==> config.mk <==
export PLATFORM = sky130hd
export DESIGN_NAME = serdesphy_prbs7_gen
export DESIGN_NICKNAME = d
export VERILOG_FILES = /design/src/rtl/serdesphy_pkg.sv /design/src/rtl/serdesphy_prbs7_gen.sv
export SDC_FILE = /design/constraint.sdc
export NUM_CORES = 1
export LEC_CHECK = 0
export CORE_AREA = 5 5 42 44
export CTS_CLUSTER_SIZE = 12
export DETAILED_ROUTE_END_ITERATION = 16
export DIE_AREA = 0 0 47 49
export GPL_TIMING_DRIVEN = 0
export HOLD_SLACK_MARGIN = 0.02
export PLACE_DENSITY = 0.57
export SYNTH_ARGS = -nofsm -noshare
export SYNTH_HDL_FRONTEND = slang
export SYNTH_SLANG_ARGS = --single-unit
==> constraint.sdc <==
create_clock -name clk -period 1.1 [get_ports clk]
set_input_delay 0.33 -clock clk [delete_from_list [all_inputs] [get_ports clk]]
set_output_delay 0.33 -clock clk [all_outputs]
set_load 0.01 [all_outputs]
==> src/rtl/serdesphy_pkg.sv <==
// serdesphy_pkg: shared PRBS7 definitions for the SerDes PHY RX checker and TX generator.
//   - prbs_state_t : checker state encoding (IDLE, SEED, HUNT, LOCKED)
//   - PRBS7_LEN    : LFSR length
//   - PRBS7_TAP_A/B: feedback taps for x^7 + x^6 + 1
package serdesphy_pkg;

  localparam int unsigned PRBS7_LEN   = 7;
  localparam int unsigned PRBS7_TAP_A = 6;
  localparam int unsigned PRBS7_TAP_B = 5;

  typedef enum logic [1:0] {
    PRBS_IDLE   = 2'd0,
    PRBS_SEED   = 2'd1,
    PRBS_HUNT   = 2'd2,
    PRBS_LOCKED = 2'd3
  } prbs_state_t;

endpackage

==> src/rtl/serdesphy_prbs7_gen.sv <==
// serdesphy_prbs7_gen: PRBS7 LFSR register shared by the RX checker and TX generator.
// Ports:
//   clk, rst_n    : clock, async active-low reset (LFSR clears to 0)
//   load_i        : load load_val_i (has priority over shifting)
//   load_val_i    : value loaded on load_i
//   shift_en_i    : shift one position this cycle
//   fb_sel_i      : 1 = shift in own prediction (free-run), 0 = shift in bit_i
//   bit_i         : external shift-in bit
//   lfsr_o        : current LFSR contents
//   pred_c_o      : combinational predicted next bit s[6]^s[5]
module serdesphy_prbs7_gen
  import serdesphy_pkg::*;
(
  input  logic                 clk,
  input  logic                 rst_n,
  input  logic                 load_i,
  input  logic [PRBS7_LEN-1:0] load_val_i,
  input  logic                 shift_en_i,
  input  logic                 fb_sel_i,
  input  logic                 bit_i,
  output logic [PRBS7_LEN-1:0] lfsr_o,
  output logic                 pred_c_o
);

  logic [PRBS7_LEN-1:0] lfsr_q, lfsr_d;

  assign pred_c_o = lfsr_q[PRBS7_TAP_A] ^ lfsr_q[PRBS7_TAP_B];
  assign lfsr_o   = lfsr_q;

  // Next LFSR value: load wins over shift.
  always_comb begin
    lfsr_d = lfsr_q;
    if (load_i) begin
      lfsr_d = load_val_i;
    end else if (shift_en_i) begin
      lfsr_d = {lfsr_q[PRBS7_LEN-2:0], (fb_sel_i ? pred_c_o : bit_i)};
    end
  end

  always_ff @(posedge clk or negedge rst_n) begin
    if (!rst_n) begin
      lfsr_q <= '0;
    end else begin
      lfsr_q <= lfsr_d;
    end
  end

endmodule

==> impl_metrics.toml <==
[logic_synthesis]
post_synth_inst_count = 33
synth_fp_nets = 46
postSynthRegisterBits = 7
yosysSeqAreaShare_pct = 51.1
synthDominantAreaCellType = "sky130_fd_sc_hd__dfrtp_1"
syn_avg_cell_area_um2 = 10.4
synth_cell_type_count = 11
yosysWarningCount = 0
post_synth_instance_area_um2 = 343
synth_top_area_share_pct = 51.1
ys_top_cells_by_area = "sky130_fd_sc_hd__dfrtp_1 51%, sky130_fd_sc_hd__mux2i_1 20%, sky130_fd_sc_hd__o21ai_0 8.8%"

[cts]
cts-root-buf = "sky130_fd_sc_hd__clkbuf_4"
cts-htree-levels = 1
tritoncts_clock_tree = "built"
cts_buffers = 3
max_clock_buf_depth = 2
clock-sinks = 7
clk_pin_slew_ns = 0.05
cts_hold_buffers = 0
clkLatencyLatePin_ns = 0.24

[die]
placement_rows = 14
core_region_area_mm2 = 0.00140
die_area_mm2 = 0.00230
top_level_ports = 21
die_w_um = 47
start_util_pct = 24.5
die-height_um = 49

[worst_setup_path]
timing.critical_path.required_ns = 0.77
reg2reg_to = "lfsr_o[6]"
crit_path_arrival_time_ns = 0.99
crit_path_top_delay_cell = "sky130_fd_sc_hd__dfrtp_1"
critical_path_class = "flop to output port"
cpLargestDelayFamily = "flip-flops"
crit_fanout = 2
crit_path_most_repeated_cell = "sky130_fd_sc_hd__buf_6"
critPathBufInv = 3
number_of_cells_traversed_by_the_worst_register_to_register_path = 5
reg2reg_slack_ns = 0.03
worst_setup_path_start_kind = "flop"
crit_chain = "buf_4 > buf_6 > buf_6"
cp_slowest_stage_delay_ns = 0.39
reg2reg_from = "lfsr_o[5]"
critPathCaptureType = "output port"

[finish]
final_cell_count_no_fill = 81
layout-drive-gt1-share_pct = 33.8
final_core_utilization_pct = 44.4
area.growth.synth_to_final_pct = 81.4
nNetsFinal = 79
antenna_cells = 0
largest_register_ff_count = 7

[hold_path]
timing.hold.worst.class = "input pin to async pin"

[routing]
route.detailed.drc = 0
dr.first_iter.drc_count = 10
wire_per_inst_um = 11.3
ant_nets = 0
totalWireLength_um = 918
routed-via-count = 355
vias_per_cell = 4.38
total_iterations_of_the_first_detailed_routing_run = 4

[timing]
finalHoldViolCount = 0
finClkSkew_ns = 0.00220
layout_min_cycle_time_ns = 1.32
setup_viol_count_final = 3
setup_repair_after_global_routing_missed_its_margin = "yes"
final_critical_path_setup_slack_ns = -0.218
peak_clock_frequency_supported_by_timing_ghz = 0.759
count_of_final_max_slew_check_failures = 0
pin_slew_with_the_least_headroom_to_its_limit_ns = 0.334
fin_setup_tns_ns = -0.424
min_period_over_period_pct = 120
max_slew_margin_pct = 77.7

[global_routing]
largest_net_degree_at_the_start_of_global_routing = 11
grt.total_usage_pct = 9.37
overall_overflow_remaining_after_global_route = 0
first_global_vias = 362
grt_antenna_before_repair = 0
first_pass_grt_wire_length_um = 1570

[placement]
pre_cts_slack_ns = -0.409
place_inst = 68
io_buffer_count = 19
gp_congestion = 0.625

[pwr]
power.leakage_nw = 0.316
powerDensity_mw_per_mm2 = 1230
total_power_mw = 0.762
worst_ir_drop_vdd_uv = 635

[status]
outcome = "complete, but fails checks"
failed_checks = "setup timing"

[run]
cap_viol_max_count = 0
cells by family (layout without fill, tap and decap cells):
logic type,count (synthesis),count (layout),synth area share [%]
compound gates,8,8,11.7
simple gates,8,8,10.6
mux,7,7,20.4
flops,7,7,51.1
buf+inv,2,34,3.65
xor+xnor,1,1,2.56
layout by cell type (no fill, tap or decap), drive strengths merged:
master | Yosys | layout
buf | 2 | 18
clkdlybuf4s50 | 0 | 10
mux2i | 7 | 7
dfrtp | 7 | 7
o21ai | 7 | 7
nand2 | 6 | 6
clkbuf | 0 | 5
xor2 | 1 | 1
nand2b | 1 | 1
nor3b | 1 | 1
a21oi | 1 | 1
dlymetal6s2s | 0 | 1
power breakdown:
part           switching [mW]  total (mW)  leakage (nW)  internal [mW]
logic                  0.0941       0.239         0.216          0.145
clock network          0.0835       0.221        0.0150          0.138
registers              0.0166       0.302        0.0851          0.285
synth_stat cells, drive strengths merged:
cell type  n
a21oi      1
buf        2
dfrtp      7
mux2i      7
nand2      6
nand2b     1
nor3b      1
o21ai      7
xor2       1
routing by layer:
layer	global-route usage [%]	up-vias	part of all wire (%)
li1	-	179	-
met1	11.0	160	38
met2	14.3	14	50
met3	4.06	2	11
met4	4.15	0	0.44
met5	0	-	0
stage by stage:
step	cell area, um2	hold WS, ns
finish	622	0.354
floorplan	343	0.0344
detailed placement	553	0.594
global placement	553	0.577
CTS	608	0.350
global route	622	0.374
what timing repair did:
item	in CTS	in global routing
buffers inserted	7	2
pin swaps	1	1
endpoints found under the hold margin	0	0
resized for setup	32	5
gates cloned	0	0
setup endpoints to repair	14	15
how the worst max path moves through the flow:
stage / from / slack, ns / cells after the start / end
final: lfsr_o[5] / -0.22 / 3 / lfsr_o[5]
after global routing: lfsr_o[5] / -0.27 / 2 / pred_c_o
after CTS: lfsr_o[6] / -0.22 / 2 / pred_c_o
after detailed placement: lfsr_o[5] / -0.41 / 2 / pred_c_o
after global placement: lfsr_o[5] / -0.40 / 2 / pred_c_o
after floorplan: lfsr_o[5] / 0.06 / 1 / pred_c_o
cell type report:
cell class,instances,area [um2]
sequential,7,175
buffer,2,15.0
multi-input combinational,24,155
clock buffer,4,26.3
timing repair buffer,28,230
fill,161,779
tap,16,20.0
(Power assumes the default switching activity.)
